### config.mk
export PLATFORM = sky130hd
export DESIGN_NAME = uart_rx_ctrl
export DESIGN_NICKNAME = d
export VERILOG_FILES = /design/src/rtl/uart_rx_ctrl.sv
export SDC_FILE = /design/constraint.sdc
export NUM_CORES = 1
export LEC_CHECK = 0
export BUFFER_PORTS_ARGS = -buffer_cell sky130_fd_sc_hd__clkbuf_2
export CAP_MARGIN = 0
export CELL_PAD_IN_SITES_DETAIL_PLACEMENT = 0
export CELL_PAD_IN_SITES_GLOBAL_PLACEMENT = 2
export CORE_MARGIN = 2
export CORE_UTILIZATION = 43
export DETAILED_ROUTE_END_ITERATION = 10
export PLACE_DENSITY = 0.87
export SYNTH_ARGS = -nofsm -noshare
export SYNTH_HDL_FRONTEND = slang
export SYNTH_SLANG_ARGS = --single-unit
export TNS_END_PERCENT = 50
### constraint.sdc
create_clock -name clk -period 3.05 [get_ports clk]
set_clock_uncertainty 0.05 [all_clocks]
set_input_delay 0.61 -clock clk [delete_from_list [all_inputs] [get_ports clk]]
set_output_delay 0.61 -clock clk [all_outputs]
set_load 0.05 [all_outputs]
### src/rtl/uart_rx_ctrl.sv
// rtl/uart_rx_ctrl.sv - UART receive bus controller: flag-edge byte detect, byte FIFO, DATA/STATUS/CTRL regs, level irq
// Optional macro UART_RX_CTRL_WATERMARK_EN: irq on count >= watermark (0 treated as 1) or overrun.
module uart_rx_ctrl #(
  parameter int DEPTH = 16,
  parameter int AW    = 4
) (
  input  logic        clk,
  input  logic        rst_n,
  input  logic [7:0]  rx_data,
  input  logic        rx_flag,
  input  logic [1:0]  bus_addr,
  input  logic        bus_rd,
  input  logic        bus_wr,
  input  logic [31:0] bus_wdata,
  output logic [31:0] bus_rdata,
  output logic        irq
);

  localparam logic [AW-1:0] PTR_ONE  = AW'(1);
  localparam logic [AW:0]   CNT_ONE  = (AW+1)'(1);
  localparam logic [AW:0]   CNT_FULL = (AW+1)'(DEPTH);

  localparam logic [1:0] ADDR_DATA   = 2'd0;
  localparam logic [1:0] ADDR_STATUS = 2'd1;
  localparam logic [1:0] ADDR_CTRL   = 2'd2;

  logic          flag_q,    flag_d;
  logic [AW-1:0] wptr_q,    wptr_d;
  logic [AW-1:0] rptr_q,    rptr_d;
  logic [AW:0]   count_q,   count_d;
  logic          overrun_q, overrun_d;
  logic [7:0]    ctrl_q,    ctrl_d;
  logic [31:0]   rdata_q,   rdata_d;
  logic          irq_q,     irq_d;

  logic [7:0]    mem_q [DEPTH];

  logic          push_evt;
  logic          rd_data;
  logic          pop;
  logic          push_ok;
  logic          ovr_evt;
  logic          not_empty;
  logic          full;
  logic [31:0]   status_word;

`ifdef UART_RX_CTRL_WATERMARK_EN
  logic [3:0]    wmark;
`endif

  // Only the low control byte and the overrun-clear bit of the write bus carry meaning.
  logic          unused_wdata;
  assign unused_wdata = ^bus_wdata[31:8];

  // Byte detect, FIFO bookkeeping, register access and next irq level.
  always_comb begin
    flag_d      = rx_flag;
    wptr_d      = wptr_q;
    rptr_d      = rptr_q;
    count_d     = count_q;
    overrun_d   = overrun_q;
    ctrl_d      = ctrl_q;
    rdata_d     = rdata_q;
    irq_d       = 1'b0;

    // A flag edge is a byte; flag_q tracks rx_flag even while disabled so re-enabling never sees a stale edge.
    push_evt    = (rx_flag ^ flag_q) & ctrl_q[0];
    rd_data     = bus_rd & (bus_addr == ADDR_DATA);
    not_empty   = (count_q != '0);
    full        = (count_q == CNT_FULL);
    pop         = rd_data & not_empty;
    // A same-cycle pop frees the slot, so a push into a full FIFO still lands.
    push_ok     = push_evt & (~full | pop);
    ovr_evt     = push_evt & full & ~pop;

    status_word = {16'b0, 3'b0, 5'(count_q), 4'b0, irq_q, overrun_q, full, not_empty};

    if (push_ok) begin
      wptr_d = wptr_q + PTR_ONE;
    end
    if (pop) begin
      rptr_d = rptr_q + PTR_ONE;
    end
    if (push_ok && !pop) begin
      count_d = count_q + CNT_ONE;
    end else if (pop && !push_ok) begin
      count_d = count_q - CNT_ONE;
    end

    if (bus_wr && (bus_addr == ADDR_CTRL)) begin
      ctrl_d = bus_wdata[7:0];
    end
    if (bus_wr && (bus_addr == ADDR_STATUS) && bus_wdata[2]) begin
      overrun_d = 1'b0;
    end
    // Set after clear so a coincident overrun is not lost.
    if (ovr_evt) begin
      overrun_d = 1'b1;
    end

    if (bus_rd) begin
      case (bus_addr)
        ADDR_DATA:   rdata_d = pop ? {24'b0, mem_q[rptr_q]} : 32'b0;
        ADDR_STATUS: rdata_d = status_word;
        ADDR_CTRL:   rdata_d = {24'b0, ctrl_q};
        default:     rdata_d = 32'b0;
      endcase
    end

`ifdef UART_RX_CTRL_WATERMARK_EN
    wmark = (ctrl_d[7:4] == 4'd0) ? 4'd1 : ctrl_d[7:4];
    irq_d = ctrl_d[1] & ((32'(count_d) >= 32'(wmark)) | overrun_d);
`else
    irq_d = ctrl_d[1] & (count_d != '0);
`endif
  end

  // Control and status state with asynchronous reset.
  always_ff @(posedge clk or negedge rst_n) begin
    if (!rst_n) begin
      flag_q    <= 1'b0;
      wptr_q    <= '0;
      rptr_q    <= '0;
      count_q   <= '0;
      overrun_q <= 1'b0;
      ctrl_q    <= 8'h00;
      rdata_q   <= 32'b0;
      irq_q     <= 1'b0;
    end else begin
      flag_q    <= flag_d;
      wptr_q    <= wptr_d;
      rptr_q    <= rptr_d;
      count_q   <= count_d;
      overrun_q <= overrun_d;
      ctrl_q    <= ctrl_d;
      rdata_q   <= rdata_d;
      irq_q     <= irq_d;
    end
  end

  // Byte storage; contents are meaningless until written, so no reset.
  always_ff @(posedge clk) begin
    if (push_ok) begin
      mem_q[wptr_q] <= rx_data;
    end
  end

  assign bus_rdata = rdata_q;
  assign irq       = irq_q;

endmodule

==> results.py, run 1 <==
metrics = {
    "place": {
        "placed_cells": 660,
        "dpl.hpwl_mm": 8.530,
        "place.gp.congestion": 0.7711,
        "numPortBuffers": 36,
    },
    "drt": {
        "detail_route.wl_per_cell_um": 18.87,
        "drt_first_pass_iters": 4,
        "vias": 3626,
        "drc": 0,
        "finalWirelength_mm": 13.06,
        "vias_per_cell": 5.240,
        "ant_nets": 0,
        "drtIter0Drc": 343,
    },
    "logic_synthesis": {
        "synthCells": 408,
        "syn_area_um2": 7028,
        "ys.flop_type": "edfxtp_1",
        "ys_ff_latch": 165,
        "synth-edff-count": 128,
        "synthArstFlopShare": 0.2242,
        "ys_warn_count": 0,
        "avgSynthCellArea_um2": 17.23,
        "synth_cell_types": 50,
        "ys_seq_area_frac": 0.6787,
    },
    "floorplanning": {
        "rows": 46,
        "ioPinCount": 80,
        "coreArea_um2": 15940,
        "die_h_um": 131.8,
        "start_util": 0.4408,
        "die_x_um": 131.8,
        "dieArea_um2": 17380,
    },
    "timing": {
        "setup_viol": 0,
        "fin_setup_tns_ns": 0,
        "hold_violations": 0,
        "fin_crit_sh": 0.8017,
        "period_minus_slack_ns": 2.445,
        "timing.fmax_mhz": 409.0,
        "rsz0062_at_grt": "no",
        "drv_slew": 0,
        "worst_slew_pin_slew_ns": 0.9369,
        "slew_headroom": 0.3754,
    },
    "worst_setup_path": {
        "crit_path_max_fanout": 8,
        "path_delay_family": "simple AND/OR/NAND/NOR gates",
        "crit_type": "flip-flop to flip-flop",
        "crit_required_ns": 3.12,
        "cp.arrival_ns": 2.52,
        "crit_slowest_cell": "dfrtp_1",
        "path_cells": "inv_1, ha_1, and4bb_2, a21oi_2, nand2_1, nor3_1, buf_4",
        "start_kind": "flip-flop",
        "max_stage_delay_ns": 0.48,
        "path_buf_inv": 2,
        "crit_path_end_kind": "flip-flop",
    },
    "clock_network": {
        "clk_pin_slew_ns": 0.07,
        "postCtsHoldBufs": 0,
        "post_cts_buffers": 0,
        "clkLatencyLatePin_ns": 0.42,
        "cts_max_level": 4,
        "cts_max_path_buffers": 2,
        "cts_tree": "yes",
        "cts_resized": 0,
        "cts-root-buf": "clkbuf_16",
        "numCtsBuffers": 17,
        "clock_sinks": 165,
    },
    "cells_and_area": {
        "layout.nets": 517,
        "fin_cells": 692,
        "post-route-util": 0.4987,
        "diodes": 0,
        "drive_gt1_frac": 0.2584,
        "syn_to_final_growth_pct": 13.12,
    },
    "power_and_ir_drop": {
        "leakagePower_nw": 2.909,
        "p_switching_mw": 2.039,
        "vdd_ir_drop_max_mv": 0.4530,
        "clock_power_share": 0.300,
        "netSwitchingFraction": 0.3126,
        "p_comb_frac": 0.253,
        "p_seq_frac": 0.447,
        "p_int_mw": 4.483,
        "powerDensity_nw_per_um2": 820.2,
    },
    "grt": {
        "grt_pass1_wl_mm": 20.79,
        "antenna_found_initial": 0,
        "track_usage": 0.1598,
        "grt_max_degree": 38,
        "grt_pass1_vias": 3661,
        "grt-ovfl-total": 0,
    },
    "flow_run": {
        "drv_cap": 0,
    },
    "min_path": {
        "min-delay-path-class": "primary input to async pin",
    },
    "run_status": {
        "status": "complete, no violations",
    },
}
## power groups by stage
stage	clock, mW	combinational [mW]	sequential [mW]
finish	1.96	1.65	2.91
global route	2.10	1.79	2.95
CTS	2.01	1.68	2.92
detailed placement	0	1.66	2.96
global placement	0	1.62	2.94
floorplan	0	1.35	2.92
## cells by family after synthesis
| logic type | synth area share |
|---|---|
| flops | 0.6787 |
| simple gates | 0.05679 |
| buf+inv | 0.05127 |
| mux | 0.1519 |
| compound gates | 0.03596 |
| xor+xnor | 0.01246 |
| fa+ha+maj | 0.01246 |
| other cells | 0.0005336 |
## flip-flops by register name (all words and copies together), names as in the netlist
name	flops
rptr_q	4
irq	1
ctrl_q	8
flag_q	1
mem_q	128
overrun_q	1
count_q	5
bus_rdata	13
wptr_q	4
## Yosys cell counts (7+ instances only)
cell	number	area [um^2]
dfrtp_1	37	925.9
buf_4	19	142.6
inv_1	14	52.55
nand2_1	45	168.9
mux4_2	19	427.9
xnor2_1	8	70.07
o21ai_0	11	55.05
ha_1	7	87.58
mux4_1	19	499.2
mux2_2	8	90.09
edfxtp_1	128	3844
nor2_1	14	52.55
## final cells by class
type	count	area, um^2
Fill cell	1358	7993
Sequential cell	165	4771
Multi-Input combinational cell	209	1966
Clock buffer	18	429.2
Timing Repair Buffer	56	342.8
Tap cell	216	270.3
Clock inverter	14	118.9
Inverter	14	52.55
## worst reg2reg max path: cells and delay by family, from the launching register on
family	cells	cell delay [ns]
AO/OA/AOI/OAI	1	0.37
adder cells (fa/ha/maj)	1	0.24
buffers and inverters	2	0.31
flip-flops	1	0.48
AND/OR/NAND/NOR	3	0.70
## cells in the final DEF, fill, tap and decap left out, types with 2 or more instances in the layout
master / Yosys / routed
clkinvlp_4: 0 / 4
nand2b_1: 3 / 3
nand2_1: 45 / 45
inv_8: 0 / 2
nor3_1: 5 / 5
conb_1: 1 / 19
o211ai_1: 2 / 2
inv_6: 0 / 4
a22oi_1: 3 / 3
clkinv_4: 0 / 3
nand3_1: 5 / 5
mux2_2: 8 / 8
o21ai_0: 11 / 11
a31oi_1: 2 / 2
nor2_1: 14 / 14
xor2_1: 2 / 2
and2_1: 2 / 2
mux4_1: 19 / 19
nand4_1: 2 / 2
nor2b_1: 2 / 2
inv_1: 14 / 14
a21oi_2: 2 / 2
mux4_2: 19 / 19
mux2i_1: 5 / 5
clkbuf_16: 0 / 17
o22ai_1: 6 / 6
clkbuf_2: 0 / 36
buf_4: 19 / 19
xnor2_1: 8 / 8
edfxtp_1: 128 / 128
ha_1: 7 / 7
dfrtp_1: 37 / 36
## stage by stage
step	area [um^2]	setup slack [ns]	hold WS, ns	total power, mW
2_1_floorplan	7096	0.4378	0.2644	4.268
3_3_place_gp	7402	0.3715	0.4390	4.568
3_5_place_dp	7402	0.3737	0.4280	4.626
4_1_cts	7950	0.5591	0.2533	6.602
5_1_grt	7950	0.3568	0.2438	6.841
6_report	7950	0.6049	0.2726	6.521
## worst paths after layout
kind,from,end,slack [ns],cells past startpoint
min in group clk,rx_flag,flag_q,0.27,1
max,count_q[0],mem_q[3][1],0.60,7
max in group asynchronous,rst_n,rptr_q[0],2.03,1
max reg2reg,count_q[0],mem_q[3][1],0.60,7
min,rst_n,bus_rdata[9],0.27,1
min reg2reg,bus_rdata[2],bus_rdata[2],0.44,2
## routing by layer
metal / vias up / GRT usage / part of all wire
li1: 1646 / - / -
met1: 1850 / 0.2207 / 0.46
met2: 116 / 0.2493 / 0.47
met3: 14 / 0.04614 / 0.051
met4: 0 / 0.04650 / 0.011
met5: - / 0 / 0
Power figures use the tool's default switching activity.
==> inputs of run 2 (changes only) <==
--- a/config.mk
+++ b/config.mk
@@ -5,14 +5,15 @@
 export SDC_FILE = /design/constraint.sdc
 export NUM_CORES = 1
 export LEC_CHECK = 0
+export ABC_AREA = 1
 export BUFFER_PORTS_ARGS = -buffer_cell sky130_fd_sc_hd__clkbuf_2
 export CAP_MARGIN = 0
 export CELL_PAD_IN_SITES_DETAIL_PLACEMENT = 0
 export CELL_PAD_IN_SITES_GLOBAL_PLACEMENT = 2
 export CORE_MARGIN = 2
-export CORE_UTILIZATION = 43
+export CORE_UTILIZATION = 35
 export DETAILED_ROUTE_END_ITERATION = 10
-export PLACE_DENSITY = 0.87
+export PLACE_DENSITY = 0.84
 export SYNTH_ARGS = -nofsm -noshare
 export SYNTH_HDL_FRONTEND = slang
 export SYNTH_SLANG_ARGS = --single-unit
==> constraint.sdc (replaced) <==
create_clock -name clk -period 2.2 [get_ports clk]
set_clock_uncertainty 0.05 [all_clocks]
set_input_delay 0.44 -clock clk [delete_from_list [all_inputs] [get_ports clk]]
set_output_delay 0.44 -clock clk [all_outputs]
set_load 0.05 [all_outputs]
==> results.py, run 2 <==
metrics = {
    "grt": {
        "use_met3": 0.03025,
        "grt-ovfl-total": 0,
        "busiest_layer": "met2",
        "track_usage": 0.1551,
        "antenna_found_initial": 0,
        "use_met2": 0.2667,
        "grt_pass1_wl_mm": 25.50,
        "use_met1": 0.1916,
        "grt_max_degree": 40,
        "grt_pass1_vias": 4720,
    },
    "floorplanning": {
        "dieArea_um2": 21870,
        "ioPinCount": 80,
        "die_h_um": 147.9,
        "start_util": 0.3570,
        "rows": 52,
        "coreArea_um2": 20300,
        "die_x_um": 147.9,
    },
    "min_path": {
        "min-delay-path-class": "primary input to flip-flop",
        "min_to": "flag_q",
        "hold_depth": 1,
        "min_from": "rx_flag",
    },
    "clock_network": {
        "cts_max_path_buffers": 2,
        "clk_pin_slew_ns": 0.06,
        "cts-root-buf": "clkbuf_16",
        "numCtsBuffers": 17,
        "cts_tree": "yes",
        "clkLatencyLatePin_ns": 0.42,
        "post_cts_buffers": 0,
        "clock_sinks": 165,
        "cts_max_level": 4,
    },
    "power_and_ir_drop": {
        "powerDensity_nw_per_um2": 1233,
        "vdd_ir_drop_max_mv": 0.7528,
        "finalPower_mw": 10.32,
        "leakagePower_nw": 3.314,
    },
    "logic_synthesis": {
        "ys.flop_type": "edfxtp_1",
        "avgSynthCellArea_um2": 10.90,
        "synth-edff-count": 128,
        "ys_seq_area_frac": 0.6581,
        "ys_ff_latch": 165,
        "synth_common_cells": "edfxtp_1 (128), nand2_1 (117), nor2_1 (115)",
        "synth_cell_types": 33,
        "synthArstFlopShare": 0.2242,
        "synthCells": 665,
        "yosys.area.top_type": "edfxtp_1",
        "synth_top_area_frac": 0.5304,
        "syn_area_um2": 7247,
        "ys_warn_count": 0,
        "yosys-top-cells-area": "edfxtp_1 (53%), dfrtp_1 (13%), nand2_1 (6.1%), nor2_1 (6.0%), nand3_1 (3.9%)",
        "synth.most_common_cell": "edfxtp_1",
    },
    "cells_and_area": {
        "fill_cells": 1924,
        "syn_to_final_growth_pct": 15.47,
        "ff_latch_area_um2": 4771,
        "largest_register_ffs": 128,
        "layout.nets": 775,
        "regMostFlops": "mem_q",
        "diodes": 0,
        "mostFrequentLayoutCell": "edfxtp_1",
        "drive_gt1_frac": 0.1744,
        "final_cell_mix": "edfxtp_1 (128), nand2_1 (117), nor2_1 (111)",
        "multi_input_area_um2": 2105,
        "fin_area_um2": 8368,
        "fin_cells": 1004,
    },
    "place": {
        "dpl_cell_area_um2": 7766,
        "numPortBuffers": 36,
        "dpl.hpwl_mm": 10.71,
        "placed_cells": 971,
        "place.gp.congestion": 0.7751,
    },
    "worst_setup_path": {
        "start_kind": "flip-flop",
        "r2r-start": "flag_q",
        "reg2reg_depth": 7,
        "crit_slowest_cell": "nor2_1",
        "crit_required_ns": 2.20,
        "reg2reg_setup_slack_ns": 0.06,
        "cp.arrival_ns": 2.15,
        "max_stage_delay_ns": 0.64,
        "crit_path_end_kind": "flip-flop",
        "crit_path_max_fanout": 8,
        "crit_type": "flip-flop to flip-flop",
        "timing.rr.end": "mem_q[6][5]",
        "path_cells": "nand2_1, nand2_1, nor2_8, o21ai_2, inv_2, nand2_1, nor2_1",
        "crit_path_frequent_cell": "nand2_1",
    },
    "timing": {
        "fin_setup_tns_ns": 0,
        "setup_viol": 0,
        "period_minus_slack_ns": 2.142,
        "drv_slew": 0,
        "worst_slew_pin_slew_ns": 0.7820,
        "hold_violations": 0,
        "hold_ws_ns": 0.1025,
        "timing.fmax_mhz": 466.8,
        "fin_crit_sh": 0.9738,
        "rsz0062_at_grt": "yes",
        "slew_headroom": 0.4768,
    },
    "drt": {
        "vias_per_cell": 4.703,
        "drtIter0Drc": 385,
        "detail_route.wl_per_cell_um": 16.14,
        "ant_nets": 0,
        "finalWirelength_mm": 16.20,
        "vias": 4722,
        "drc": 0,
        "drt_first_pass_iters": 4,
    },
    "flow_run": {
        "drv_cap": 0,
    },
    "run_status": {
        "status": "complete, no violations",
    },
}
-- run 2: critical path: cells and delay by family, from the launching register on --
kind | cells | cell delay [ns]
flops | 1 | 0.37
compound gates | 1 | 0.09
simple gates | 5 | 1.14
buf+inv | 1 | 0.12
-- run 2: logic make-up after synthesis --
group                    after synthesis  share of synthesized area
other                                  1                  0.0005175
adder cells (fa/ha/maj)                7                    0.01209
AND/OR/NAND/NOR                      307                     0.1839
multiplexers                           5                   0.007769
AO/OA/AOI/OAI                         82                    0.06216
buffers and inverters                 87                    0.06216
XOR/XNOR                              11                    0.01329
flip-flops                           165                     0.6581
-- run 2: where the power goes --
group          internal, mW  switching [mW]
Clock                  1.68            1.25
Combinational          1.13            2.40
Sequential             3.70           0.166
Total                  6.51            3.81
-- run 2: how the worst max path moves through the flow --
| stage | from | endpoint | slack, ns | cells after the start |
|---|---|---|---|---|
| 6_report | flag_q | mem_q[6][5] | 0.06 | 7 |
| 5_1_grt | flag_q | mem_q[2][2] | -0.03 | 7 |
| 4_1_cts | count_q[0] | mem_q[6][4] | 0.04 | 7 |
| 3_5_place_dp | rx_flag | mem_q[14][2] | -0.22 | 8 |
| 3_3_place_gp | rx_flag | mem_q[14][0] | -0.12 | 8 |
| 2_1_floorplan | count_q[0] | mem_q[0][0] | 0.27 | 7 |
-- run 2: area by class of cell --
type / count / area share
Clock inverter: 15 / 0.01869
Tap cell: 270 / 0.04037
Multi-Input combinational cell: 431 / 0.2515
Clock buffer: 17 / 0.05084
Timing Repair Buffer: 66 / 0.05024
Inverter: 40 / 0.01824
Sequential cell: 165 / 0.5701
-- run 2: through the flow --
step,util,setup WS (ns)
2_1_floorplan,-,0.2733
3_3_place_gp,0.3826,-0.1223
3_5_place_dp,0.3826,-0.2177
4_1_cts,0.4119,0.03544
5_1_grt,0.4122,-0.03091
6_report,0.4122,0.05760
-- run 2: timing repair --
item                       in CTS  in global routing
gates resized for setup         1                  3
setup endpoints to repair       8                 55
hold buffers                    1                  0
hold endpoints to repair        4                  0
-- run 2: routing by layer --
layer	routed length, um	share of wire
met4	334	0.021
met2	8364	0.52
met1	6740	0.42
met5	0	0
met3	761	0.047
==> inputs of run 3 (changes only) <==
--- a/config.mk
+++ b/config.mk
@@ -10,7 +10,6 @@
 export CAP_MARGIN = 0
 export CELL_PAD_IN_SITES_DETAIL_PLACEMENT = 0
 export CELL_PAD_IN_SITES_GLOBAL_PLACEMENT = 2
-export CORE_MARGIN = 2
 export CORE_UTILIZATION = 35
 export DETAILED_ROUTE_END_ITERATION = 10
 export PLACE_DENSITY = 0.84
==> results.py, run 3 (synthesis gave the netlist of run 2 again) <==
metrics = {
    "run_status": {
        "status": "complete, no violations",
    },
    "timing": {
        "setup_viol": 0,
        "timing.fmax_mhz": 474.4,
        "drv_slew": 0,
        "rsz0062_at_grt": "yes",
        "period_minus_slack_ns": 2.108,
        "fin_setup_tns_ns": 0,
        "setup_ws_ns": 0.09217,
        "fin_crit_sh": 0.9581,
        "worst_slew_pin_slew_ns": 0.8036,
        "hold_ws_ns": 0.1036,
        "hold_violations": 0,
        "slew_headroom": 0.4623,
    },
    "drt": {
        "finalWirelength_mm": 15.67,
        "vias": 4724,
        "drt_first_pass_iters": 5,
        "ant_nets": 0,
        "vias_per_cell": 4.700,
        "detail_route.wl_per_cell_um": 15.59,
        "drc": 0,
        "drtIter0Drc": 351,
    },
    "cells_and_area": {
        "post-route-util": 0.4143,
        "mostFrequentLayoutCell": "edfxtp_1",
        "regMostFlops": "mem_q",
        "diodes": 0,
        "drive_gt1_frac": 0.1701,
        "final_cell_mix": "edfxtp_1 (128), nand2_1 (117), nor2_1 (111)",
        "fin_area_um2": 8383,
        "syn_to_final_growth_pct": 15.68,
        "layout.nets": 776,
        "largest_register_ffs": 128,
    },
    "floorplanning": {
        "die_h_um": 145.9,
        "die_x_um": 145.9,
        "dieArea_um2": 21290,
        "ioPinCount": 80,
        "start_util": 0.3581,
        "rows": 52,
        "coreArea_um2": 20230,
    },
    "place": {
        "dpl_cell_area_um2": 7811,
        "place.gp.congestion": 0.7766,
        "post-place-ws_ns": -0.1698,
        "numPortBuffers": 36,
        "dpl.hpwl_mm": 10.49,
    },
    "worst_setup_path": {
        "path_cells": "inv_1, ha_1, nand3_2, o21ai_2, inv_2, nand2_1, nor2_1",
        "crit_required_ns": 2.20,
        "crit_path_max_fanout": 8,
        "start_kind": "flip-flop",
        "cp.arrival_ns": 2.11,
        "path_buf_inv": 2,
        "crit_type": "flip-flop to flip-flop",
        "crit_path_end_kind": "flip-flop",
        "path_delay_family": "simple AND/OR/NAND/NOR gates",
        "crit_slowest_cell": "nor2_1",
        "max_stage_delay_ns": 0.61,
    },
    "power_and_ir_drop": {
        "leakagePower_nw": 3.318,
        "powerDensity_nw_per_um2": 1218,
        "vdd_ir_drop_max_mv": 0.5895,
    },
    "grt": {
        "antenna_found_initial": 0,
        "track_usage": 0.1568,
        "grt_max_degree": 60,
        "grt_pass1_wl_mm": 25.03,
        "grt-ovfl-total": 0,
        "grt_pass1_vias": 4712,
    },
    "clock_network": {
        "cts_max_level": 4,
        "cts_max_path_buffers": 2,
        "clock_sinks": 165,
        "post_cts_buffers": 0,
        "clk_pin_slew_ns": 0.06,
        "numCtsBuffers": 17,
        "cts-root-buf": "clkbuf_16",
        "clkLatencyLatePin_ns": 0.43,
        "cts_tree": "yes",
    },
    "min_path": {
        "min-delay-path-class": "primary input to flip-flop",
    },
    "flow_run": {
        "drv_cap": 0,
    },
}
[run 3: changes by cell type in the layout (fill, tap and decap cells not counted), moves of 2 or more]
cell | before | now
buf_12 | 1 | 4
clkinv_4 | 4 | 1
clkbuf_1 | 0 | 5
clkinv_2 | 2 | 4
inv_6 | 2 | 0
buf_4 | 28 | 26
[run 3: area by class of cell]
class | instances | area (um^2)
Fill cell | 1924 | 11850
Inverter | 40 | 152.6
Sequential cell | 165 | 4771
Timing Repair Buffer | 67 | 465.4
Tap cell | 270 | 337.8
Clock inverter | 10 | 107.6
Clock buffer | 22 | 444.2
Multi-Input combinational cell | 431 | 2105
[run 3: metal layers]
layer  track usage  routed length (um)  vias to the layer above  part of all wire
met5             0                   0                        -                 0
met4       0.08105                 452                        0             0.029
met3       0.02696                 474                       29             0.030
met2        0.2701                8063                       88              0.51
met1        0.1882                6680                     2270              0.43
li1              -                   -                     2337                 -
[run 3: path summary, 6_finish.rpt]
check | startpoint | endpoint | depth (start not counted) | slack (ns)
min in group asynchronous | rst_n | bus_rdata[5] | 2 | 0.43
max in group asynchronous | rst_n | bus_rdata[11] | 3 | 1.08
worst min-delay path | rx_flag | flag_q | 1 | 0.10
worst max register to register | count_q[0] | mem_q[4][3] | 7 | 0.09
worst max-delay path | count_q[0] | mem_q[4][3] | 7 | 0.09
worst min register to register | ctrl_q[2] | ctrl_q[2] | 2 | 0.42
[run 3: power breakdown]
part	internal (mW)	switching, mW
logic	1.18	2.38
clock network	1.66	1.12
registers	3.70	0.172
[run 3: stage by stage]
stage	std cells	total power, mW
global placement	972	7.472
floorplan	683	6.408
global route	1005	10.82
detailed placement	972	7.508
finish	1005	10.21
CTS	1005	10.29
[run 3: repair_timing]
item	CTS	global route
endpoints found under the hold margin	14	0
endpoints found under the setup margin	0	64
hold buffers	1	0
gates resized for setup	0	4
[run 3: worst register-to-register path, stage by stage (launching register included)]
cell     delay [ns]
dfrtp_1        0.34
inv_1          0.06
ha_1           0.22
nand3_2        0.10
o21ai_2        0.09
inv_2          0.11
nand2_1        0.15
nor2_1         0.61
